**src/rtl/seq_gen_pkg.sv**
```systemverilog
// Shared types and seed constants for the multi-mode sequence generator.
package seq_gen_pkg;

    typedef enum logic [1:0] {
        ModeT3    = 2'd0,
        ModeFib   = 2'd1,
        ModeArith = 2'd2,
        ModeTri   = 2'd3
    } seq_mode_e;

    typedef enum logic [1:0] {
        StIdle = 2'd0,
        StRun  = 2'd1,
        StDone = 2'd2
    } seq_state_e;

    // Seeds are all 0/1, so one bit per seed term is enough.
    localparam logic [2:0] T3Seed  = 3'b110;  // a0..a2 = 0,1,1
    localparam logic [1:0] FibSeed = 2'b10;   // a0,a1  = 0,1

    // Number of leading terms taken from the seed rather than the recurrence.
    function automatic logic [1:0] seed_count(seq_mode_e mode);
        case (mode)
            ModeT3:  return 2'd3;
            ModeFib: return 2'd2;
            default: return 2'd1;
        endcase
    endfunction

    function automatic logic seed_value(seq_mode_e mode, logic [1:0] idx);
        case (mode)
            ModeT3:  return (idx < 2'd3) ? T3Seed[idx] : 1'b0;
            ModeFib: return (idx < 2'd2) ? FibSeed[idx[0]] : 1'b0;
            default: return 1'b0;
        endcase
    endfunction

endpackage

```
**src/rtl/seq_gen_next.sv**
```systemverilog
// Combinational next-term unit: returns {carry, a[n+1]} from the term history.
module seq_gen_next
    import seq_gen_pkg::*;
#(
    parameter int unsigned WIDTH  = 32,
    parameter int unsigned STEP_W = 8
) (
    input  seq_mode_e          mode_i,
    input  logic [WIDTH-1:0]   cur_i,     // a[n]
    input  logic [WIDTH-1:0]   prev1_i,   // a[n-1]
    input  logic [WIDTH-1:0]   prev2_i,   // a[n-2]
    input  logic [STEP_W-1:0]  step_i,
    input  logic [15:0]        index_i,   // n
    output logic [WIDTH-1:0]   next_term_o,
    output logic               carry_o
);

    localparam int unsigned SumW = WIDTH + 1;

    logic [SumW-1:0] sum;
    logic [16:0]     idx_inc;

    always_comb begin
        idx_inc = {1'b0, index_i} + 17'd1;
        sum     = '0;
        if (idx_inc < 17'(seed_count(mode_i))) begin
            sum = SumW'(seed_value(mode_i, idx_inc[1:0]));
        end else begin
            unique case (mode_i)
                ModeT3:    sum = {1'b0, cur_i} + {1'b0, prev2_i};
                ModeFib:   sum = {1'b0, cur_i} + {1'b0, prev1_i};
                ModeArith: sum = {1'b0, cur_i} + SumW'(step_i);
                // Triangular adds n+1 to a[n]; no multiplier needed.
                ModeTri:   sum = {1'b0, cur_i} + SumW'(idx_inc);
            endcase
        end
        next_term_o = sum[WIDTH-1:0];
        carry_o     = sum[WIDTH];
    end

endmodule

```
**src/rtl/seq_gen_multi.sv**
```systemverilog
// Multi-mode integer sequence generator (T3, Fibonacci, arithmetic, triangular)
// with valid/ready output handshake and wrap-or-stop overflow handling.
module seq_gen_multi
    import seq_gen_pkg::*;
#(
    parameter int unsigned WIDTH  = 32,
    parameter int unsigned STEP_W = 8,
    parameter bit          WRAP   = 1'b1
) (
    input  logic              clk,
    input  logic              reset,
    input  logic              start_i,
    input  logic [1:0]        mode_i,
    input  logic [STEP_W-1:0] step_i,
    input  logic              seq_ready_i,
    output logic              seq_valid_o,
    output logic [WIDTH-1:0]  seq_o,
    output logic [15:0]       term_o,
    output logic              ovf_o
);

    seq_state_e          state_q, state_d;
    seq_mode_e           mode_q;
    logic [STEP_W-1:0]   step_q;
    logic [WIDTH-1:0]    hist_q [3];   // [0]=a[n], [1]=a[n-1], [2]=a[n-2]
    logic [15:0]         term_q;
    logic                ovf_q;

    logic [WIDTH-1:0]    next_term;
    logic                carry;
    logic                advance;
    logic                stop;

    seq_gen_next #(
        .WIDTH  (WIDTH),
        .STEP_W (STEP_W)
    ) u_next (
        .mode_i      (mode_q),
        .cur_i       (hist_q[0]),
        .prev1_i     (hist_q[1]),
        .prev2_i     (hist_q[2]),
        .step_i      (step_q),
        .index_i     (term_q),
        .next_term_o (next_term),
        .carry_o     (carry)
    );

    assign advance = (state_q == StRun) && seq_ready_i;
    // Without wrapping, an overflowing term is never emitted.
    assign stop    = advance && carry && !WRAP;

    always_ff @(posedge clk or negedge reset) begin
        if (!reset) begin
            state_q <= StIdle;
        end else begin
            state_q <= state_d;
        end
    end

    always_comb begin
        state_d = state_q;
        if (start_i) begin
            state_d = StRun;
        end else if (stop) begin
            state_d = StDone;
        end
    end

    always_comb begin
        seq_valid_o = (state_q == StRun);
        seq_o       = hist_q[0];
        term_o      = term_q;
        ovf_o       = ovf_q;
    end

    always_ff @(posedge clk or negedge reset) begin
        if (!reset) begin
            mode_q    <= ModeT3;
            step_q    <= '0;
            hist_q[0] <= '0;
            hist_q[1] <= '0;
            hist_q[2] <= '0;
            term_q    <= '0;
            ovf_q     <= 1'b0;
        end else if (start_i) begin
            mode_q    <= seq_mode_e'(mode_i);
            step_q    <= step_i;
            hist_q[0] <= WIDTH'(seed_value(seq_mode_e'(mode_i), 2'd0));
            hist_q[1] <= '0;
            hist_q[2] <= '0;
            term_q    <= '0;
            ovf_q     <= 1'b0;
        end else if (stop) begin
            ovf_q <= 1'b1;
        end else if (advance) begin
            hist_q[0] <= next_term;
            hist_q[1] <= hist_q[0];
            hist_q[2] <= hist_q[1];
            term_q    <= (term_q == 16'hFFFF) ? term_q : term_q + 16'd1;
            ovf_q     <= ovf_q | carry;
        end
    end

endmodule

```
**config.mk**
```make
export PLATFORM = sky130hd
export DESIGN_NAME = seq_gen_multi
export DESIGN_NICKNAME = d
export VERILOG_FILES = /design/src/rtl/seq_gen_pkg.sv /design/src/rtl/seq_gen_next.sv /design/src/rtl/seq_gen_multi.sv
export SDC_FILE = /design/constraint.sdc
export NUM_CORES = 1
export LEC_CHECK = 0
export ABC_AREA = 1
export CORE_MARGIN = 1.5
export CORE_UTILIZATION = 60
export DETAILED_ROUTE_END_ITERATION = 6
export MAX_ROUTING_LAYER = met4
export PLACE_DENSITY = 0.86
export SYNTH_ARGS = -nofsm -noshare
export SYNTH_HDL_FRONTEND = slang
export SYNTH_SLANG_ARGS = --single-unit
```
**constraint.sdc**
```tcl
create_clock -name clk -period 3 [get_ports clk]
set_input_delay 0.3 -clock clk [delete_from_list [all_inputs] [get_ports clk]]
set_output_delay 0.3 -clock clk [all_outputs]
set_load 0.02 [all_outputs]
```
==> results of run 1 <==
==> per-layer routing <==
| layer | routed length [um] | vias up | part of all wire [%] | global-route usage (%) |
|---|---|---|---|---|
| li1 | - | 3804 | - | - |
| met1 | 10800 | 3920 | 41 | 52.3 |
| met2 | 12100 | 532 | 46 | 55.4 |
| met3 | 2630 | 91 | 10 | 6.99 |
| met4 | 896 | 0 | 3.4 | 15.0 |
| met5 | 0 | - | 0 | - |
==> registers in the layout, indices dropped and copies added, names as in the netlist <==
signal and flops:
mode_q 2, seq_o 32, term_o 16, hist_q 64, state_q 1, step_q 8, ovf_o 1
==> cell type report <==
class | count | area (um^2)
fill | 953 | 3020
timing repair buffer | 153 | 1330
inverter | 188 | 713
tap | 176 | 220
clock buffer | 22 | 484
clock inverter | 7 | 114
sequential | 124 | 3110
multi-input combinational | 724 | 4300
==> logic make-up (layout without fill, tap and decap cells) <==
kind of cell	count (synthesis)	count (layout)	synth area share, %
XOR/XNOR	18	18	2.02
adder cells (fa/ha/maj)	43	43	6.67
flip-flops	124	124	37.9
buffers and inverters	252	370	13.5
AND/OR/NAND/NOR	425	425	21.7
AO/OA/AOI/OAI	238	238	18.2
==> power groups by stage <==
stage               Sequential [W]  Combinational [W]  Clock [W]
finish                     0.00178           0.000986    0.00213
global route               0.00178            0.00104    0.00220
CTS                        0.00177           0.000846    0.00212
detailed placement         0.00180           0.000822          0
global placement           0.00180           0.000806          0
floorplan                  0.00179           0.000523          0
==> what timing repair did <==
action	in CTS	in global routing
pin swaps	2	26
buffers inserted	2	19
hold buffers	1	0
endpoints found under the hold margin	30	0
gates resized for setup	9	82
setup endpoints to repair	8	27
==> cells in the final DEF (no fill, tap or decap), types with 6 or more instances in the layout <==
cell type / n
nor2_2: 16
buf_4: 88
inv_1: 180
nor3_1: 9
clkbuf_16: 17
o21ai_0: 59
a22oi_2: 9
nand2_2: 17
nor2_1: 54
dfrtp_1: 122
o22ai_2: 20
nand3_1: 53
clkdlybuf4s50_1: 62
nand2_1: 245
xnor2_1: 14
a21oi_2: 13
ha_4: 6
nand4_1: 14
ha_1: 34
o21ai_1: 8
o22ai_1: 75
a21oi_1: 41
==> metrics by stage <==
step | cells | power, W | setup TNS [ns] | util (%) | instance area, um^2
after floorplan | 1100 | 0.00231 | 0 | - | 8180
after global placement | 1343 | 0.00260 | -0.0247 | 69.0 | 9180
after detailed placement | 1343 | 0.00262 | -0.0353 | 69.0 | 9180
after CTS | 1375 | 0.00473 | -0.0120 | 74.0 | 9830
after global routing | 1394 | 0.00503 | -0.835 | 77.3 | 10300
final | 1394 | 0.00489 | 0 | 77.3 | 10300
==> path summary, 6_finish.rpt <==
kind	end	from	slack [ns]	depth (start not counted)
max	seq_o[15]	term_o[1]	0.02	16
min	term_o[5]	reset	0.36	2
max reg2reg	seq_o[15]	term_o[1]	0.02	16
min reg2reg	hist_q[9]	hist_q[9]	0.49	2
max in group asynchronous	seq_o[27]	reset	1.83	3
min in group clk	step_q[6]	step_i[6]	0.41	3
==> worst max-delay path, stage by stage (launching register included) <==
cell,delay [ns]
dfrtp_1,0.41
ha_4,0.16
nand3_1,0.11
buf_4,0.16
o21ai_1,0.16
nand3_1,0.16
a22oi_2,0.29
ha_4,0.27
nand2_1,0.12
nor2_1,0.07
nor2_1,0.15
nand2_2,0.11
nand2_1,0.12
nand2_2,0.09
buf_4,0.15
xnor2_1,0.20
o22ai_2,0.11
==> flow_metrics.env, run 1 <==
export IMPL_outcome="complete, no violations"
export IMPL_grt_max_degree=81
export IMPL_dp_worst_setup_slack_ns=-0.0189
export IMPL_holdWs_ns=0.358
export IMPL_end_kind="flop"
export IMPL_synth_most_common_cell="nand2_1"
export IMPL_antenna_left=0
export IMPL_netlist_instances=1100
export IMPL_vias_per_cell=5.99
export IMPL_cts_sinks=124
export IMPL_ys_warn_count=0
export IMPL_layout_drive_gt1_share_pct=18.9
export IMPL_die_w_um=120
export IMPL_min_period_ns=2.98
export IMPL_synthArstFlopShare_pct=100
export IMPL_worst_slack_ns=0.0182
export IMPL_finalHoldViolCount=0
export IMPL_track_usage_pct=37.8
export IMPL_setup_viol=0
export IMPL_p_switching_w=0.00140
export IMPL_grt_pass1_vias=7771
export IMPL_cts_made_buffers=17
export IMPL_hp_class="in -> async"
export IMPL_yosys_most_used_dff="dfrtp_1"
export IMPL_ioPinCount=64
export IMPL_cts_root_buf="clkbuf_16"
export IMPL_clock_latency_ns=0.43
export IMPL_power_leakage_nw=4.66
export IMPL_slew_violations=0
export IMPL_drt_initial_drc_count=1141
export IMPL_place_congestion=0.993
export IMPL_start_util_pct=61.6
export IMPL_grt_overflow_total=0
export IMPL_clock_fmax_ghz=0.335
export IMPL_synth_top_area_share_pct=37.9
export IMPL_drtPass1Iterations=7
export IMPL_synth_area_leader_cell="dfrtp_1"
export IMPL_vdd_drop_max_mv=0.377
export IMPL_drc_errors=0
export IMPL_synth_seq_area_share_pct=37.9
export IMPL_wirelength_um=26400
export IMPL_io_buffers=63
export IMPL_vias=8347
export IMPL_comb_power_share_pct=20.1
export IMPL_relSlewSlack_pct=56.6
export IMPL_num_rows=42
export IMPL_clk_path_buf_depth=2
export IMPL_fin_crit_sh_pct=99.4
export IMPL_synth_common_cells="260 x nand2_1, 181 x inv_1, 124 x dfrtp_1, 75 x o22ai_1, 69 x o21ai_0"
export IMPL_area_growth_pct=25.5
export IMPL_layout_nets=1265
export IMPL_p_per_area_nw_per_um2=476
export IMPL_cts_tree="done"
export IMPL_worstSetupPathType="reg -> reg"
export IMPL_fin_skew_ns=0.00920
export IMPL_grt_antenna_before_repair=0
export IMPL_wire_per_inst_um=19.0
export IMPL_sw_frac_of_total_pct=28.6
export IMPL_synth_edf_count=0
export IMPL_num_antenna_cells=0
export IMPL_synthTopCellsByArea="dfrtp_1 38%, nand2_1 12%, inv_1 8.3%, ha_1 6.4%, o22ai_1 5.7%"
export IMPL_worstPathMaxFanout=4
export IMPL_tightest_slew_ns=0.651
export IMPL_dpl_hpwl_um=18200
export IMPL_core_um2=13300
export IMPL_synth_area_um2=8180
export IMPL_cellInternalPower_w=0.00349
export IMPL_seq_power_share_pct=36.4
export IMPL_clk_pin_slew_ns=0.06
export IMPL_start_kind="flop"
export IMPL_ys_ff_latch=124
export IMPL_syn_num_nets=1157
export IMPL_htree_levels=4
export IMPL_synth_avg_cell_area_um2=7.44
export IMPL_crit_required_ns=3.29
export IMPL_synth_distinct_cells=33
export IMPL_cp_data_arrival_time_ns=3.27
export IMPL_die_area_um2=14300
export IMPL_grt_pass1_wl_um=40400
export IMPL_power_frac_clock_pct=43.4
export IMPL_maxCapViolCount=0
export IMPL_die_h_um=120
Note: power is estimated with default switching activity, not from simulation.
==> run 2: changes to the inputs <==
CTS_BUF_LIST = sky130_fd_sc_hd__clkbuf_16   (was default)
==> flow_metrics.env, run 2 (synthesis results as in run 1) <==
export IMPL_outcome="complete, no violations"
export IMPL_worstSetupPathType="reg -> reg"
export IMPL_io_buffers=63
export IMPL_area_growth_pct=24.9
export IMPL_holdWs_ns=0.357
export IMPL_clock_fmax_ghz=0.338
export IMPL_dpl_hpwl_um=18200
export IMPL_final_common_cell="nand2_1"
export IMPL_num_rows=42
export IMPL_fill_cells=973
export IMPL_min_period_ns=2.96
export IMPL_mostFrequentLayoutCells="246 x nand2_1, 181 x inv_1, 122 x dfrtp_1, 86 x buf_4, 75 x o22ai_1"
export IMPL_layout_nets=1263
export IMPL_num_antenna_cells=0
export IMPL_grt_pass1_wl_um=40500
export IMPL_crit_required_ns=3.29
export IMPL_tightest_slew_ns=0.647
export IMPL_hp_class="in -> async"
export IMPL_grt_overflow_total=0
export IMPL_r2r_start="term_o[1]"
export IMPL_cts_root_buf="clkbuf_16"
export IMPL_wirelength_um=26400
export IMPL_wire_per_inst_um=18.9
export IMPL_setup_viol=0
export IMPL_grt_pass1_vias=7778
export IMPL_drtPass1Iterations=6
export IMPL_finalHoldViolCount=0
export IMPL_track_usage_pct=37.8
export IMPL_die_area_um2=14300
export IMPL_vdd_drop_max_mv=0.380
export IMPL_largest_reg_flops=64
export IMPL_layout_drive_gt1_share_pct=18.4
export IMPL_power_leakage_nw=4.64
export IMPL_slew_violations=0
export IMPL_end_kind="flop"
export IMPL_start_kind="flop"
export IMPL_cts_made_buffers=17
export IMPL_cts_sinks=124
export IMPL_r2r_cells=16
export IMPL_core_um2=13300
export IMPL_fin_cells=1392
export IMPL_clock_latency_ns=0.43
export IMPL_fin_setup_tns_ns=0
export IMPL_place_congestion=0.993
export IMPL_antenna_left=0
export IMPL_fin_crit_sh_pct=98.7
export IMPL_regMostFlops="hist_q"
export IMPL_htree_levels=4
export IMPL_drt_initial_drc_count=1090
export IMPL_rrSetupSlack_ns=0.04
export IMPL_placed_cells=1343
export IMPL_p_per_area_nw_per_um2=468
export IMPL_clk_pin_slew_ns=0.06
export IMPL_clk_path_buf_depth=2
export IMPL_die_w_um=120
export IMPL_relSlewSlack_pct=56.9
export IMPL_multi_input_area_um2=4310
export IMPL_vias_per_cell=6.02
export IMPL_total_power_w=0.00478
export IMPL_die_h_um=120
export IMPL_start_util_pct=61.6
export IMPL_fin_skew_ns=0.0103
export IMPL_vias=8385
export IMPL_seq_area_um2=3110
export IMPL_startpoint="term_o[1]"
export IMPL_rsz0062_at_grt="true"
export IMPL_ioPinCount=64
export IMPL_grt_max_degree=81
export IMPL_cp_data_arrival_time_ns=3.25
export IMPL_drc_errors=0
export IMPL_worstPathMaxFanout=4
export IMPL_r2r_end="seq_o[15]"
export IMPL_grt_antenna_before_repair=0
export IMPL_maxCapViolCount=0
export IMPL_cts_tree="done"
==> run 2: worst max path at each step <==
stage                           end  cells past startpoint  slack, ns
final                     seq_o[15]                     16       0.04
after global routing      seq_o[30]                     17      -0.06
after CTS                 seq_o[23]                     18      -0.04
after detailed placement  seq_o[30]                     18      -0.02
after global placement    seq_o[30]                     20      -0.02
after floorplan           seq_o[29]                     19       0.20
==> run 2: layout make-up <==
class / count / share of cell area, %
sequential: 124 / 30.4
clock buffer: 17 / 4.16
inverter: 188 / 6.98
clock inverter: 12 / 1.30
timing repair buffer: 151 / 12.9
multi-input combinational: 724 / 42.1
tap: 176 / 2.15
==> run 2: metal layers <==
layer	part of all wire (%)	track usage (%)	vias to the layer above
li1	-	-	3796
met1	41	52.1	3968
met2	46	55.4	527
met3	10	7.22	94
met4	3.7	15.0	0
met5	0	-	-
==> run 2: critical path: stages, from the launching register on <==
cell	delay, ns
dfrtp_1	0.40
ha_4	0.17
nand3_1	0.11
buf_4	0.17
o21ai_1	0.16
nand3_1	0.16
a22oi_2	0.28
ha_4	0.27
nand2_1	0.12
nor2_1	0.07
nor2_1	0.16
nand2_2	0.11
nand2_1	0.12
nand2_2	0.09
buf_4	0.16
xnor2_1	0.17
o22ai_2	0.10
==> run 2: power breakdown <==
part	internal [W]	switching (W)
sequential	0.00172	0.0000566
clock	0.00127	0.000750
combinational	0.000393	0.000586
==> run 2: stage by stage <==
step	cell area [um^2]	util, %	setup WS [ns]
after floorplan	8180	-	0.201
after global placement	9180	69.0	-0.0247
after detailed placement	9180	69.0	-0.0189
after CTS	9800	73.7	-0.0389
after global routing	10200	76.9	-0.0616
final	10200	76.9	0.0394
==> run 2: repair_timing <==
action,4_1_cts,5_1_grt
endpoints found under the hold margin,30,0
pin swaps,2,20
endpoints found under the setup margin,8,27
resized for setup,10,80
buffers inserted,2,17
hold buffers,1,0
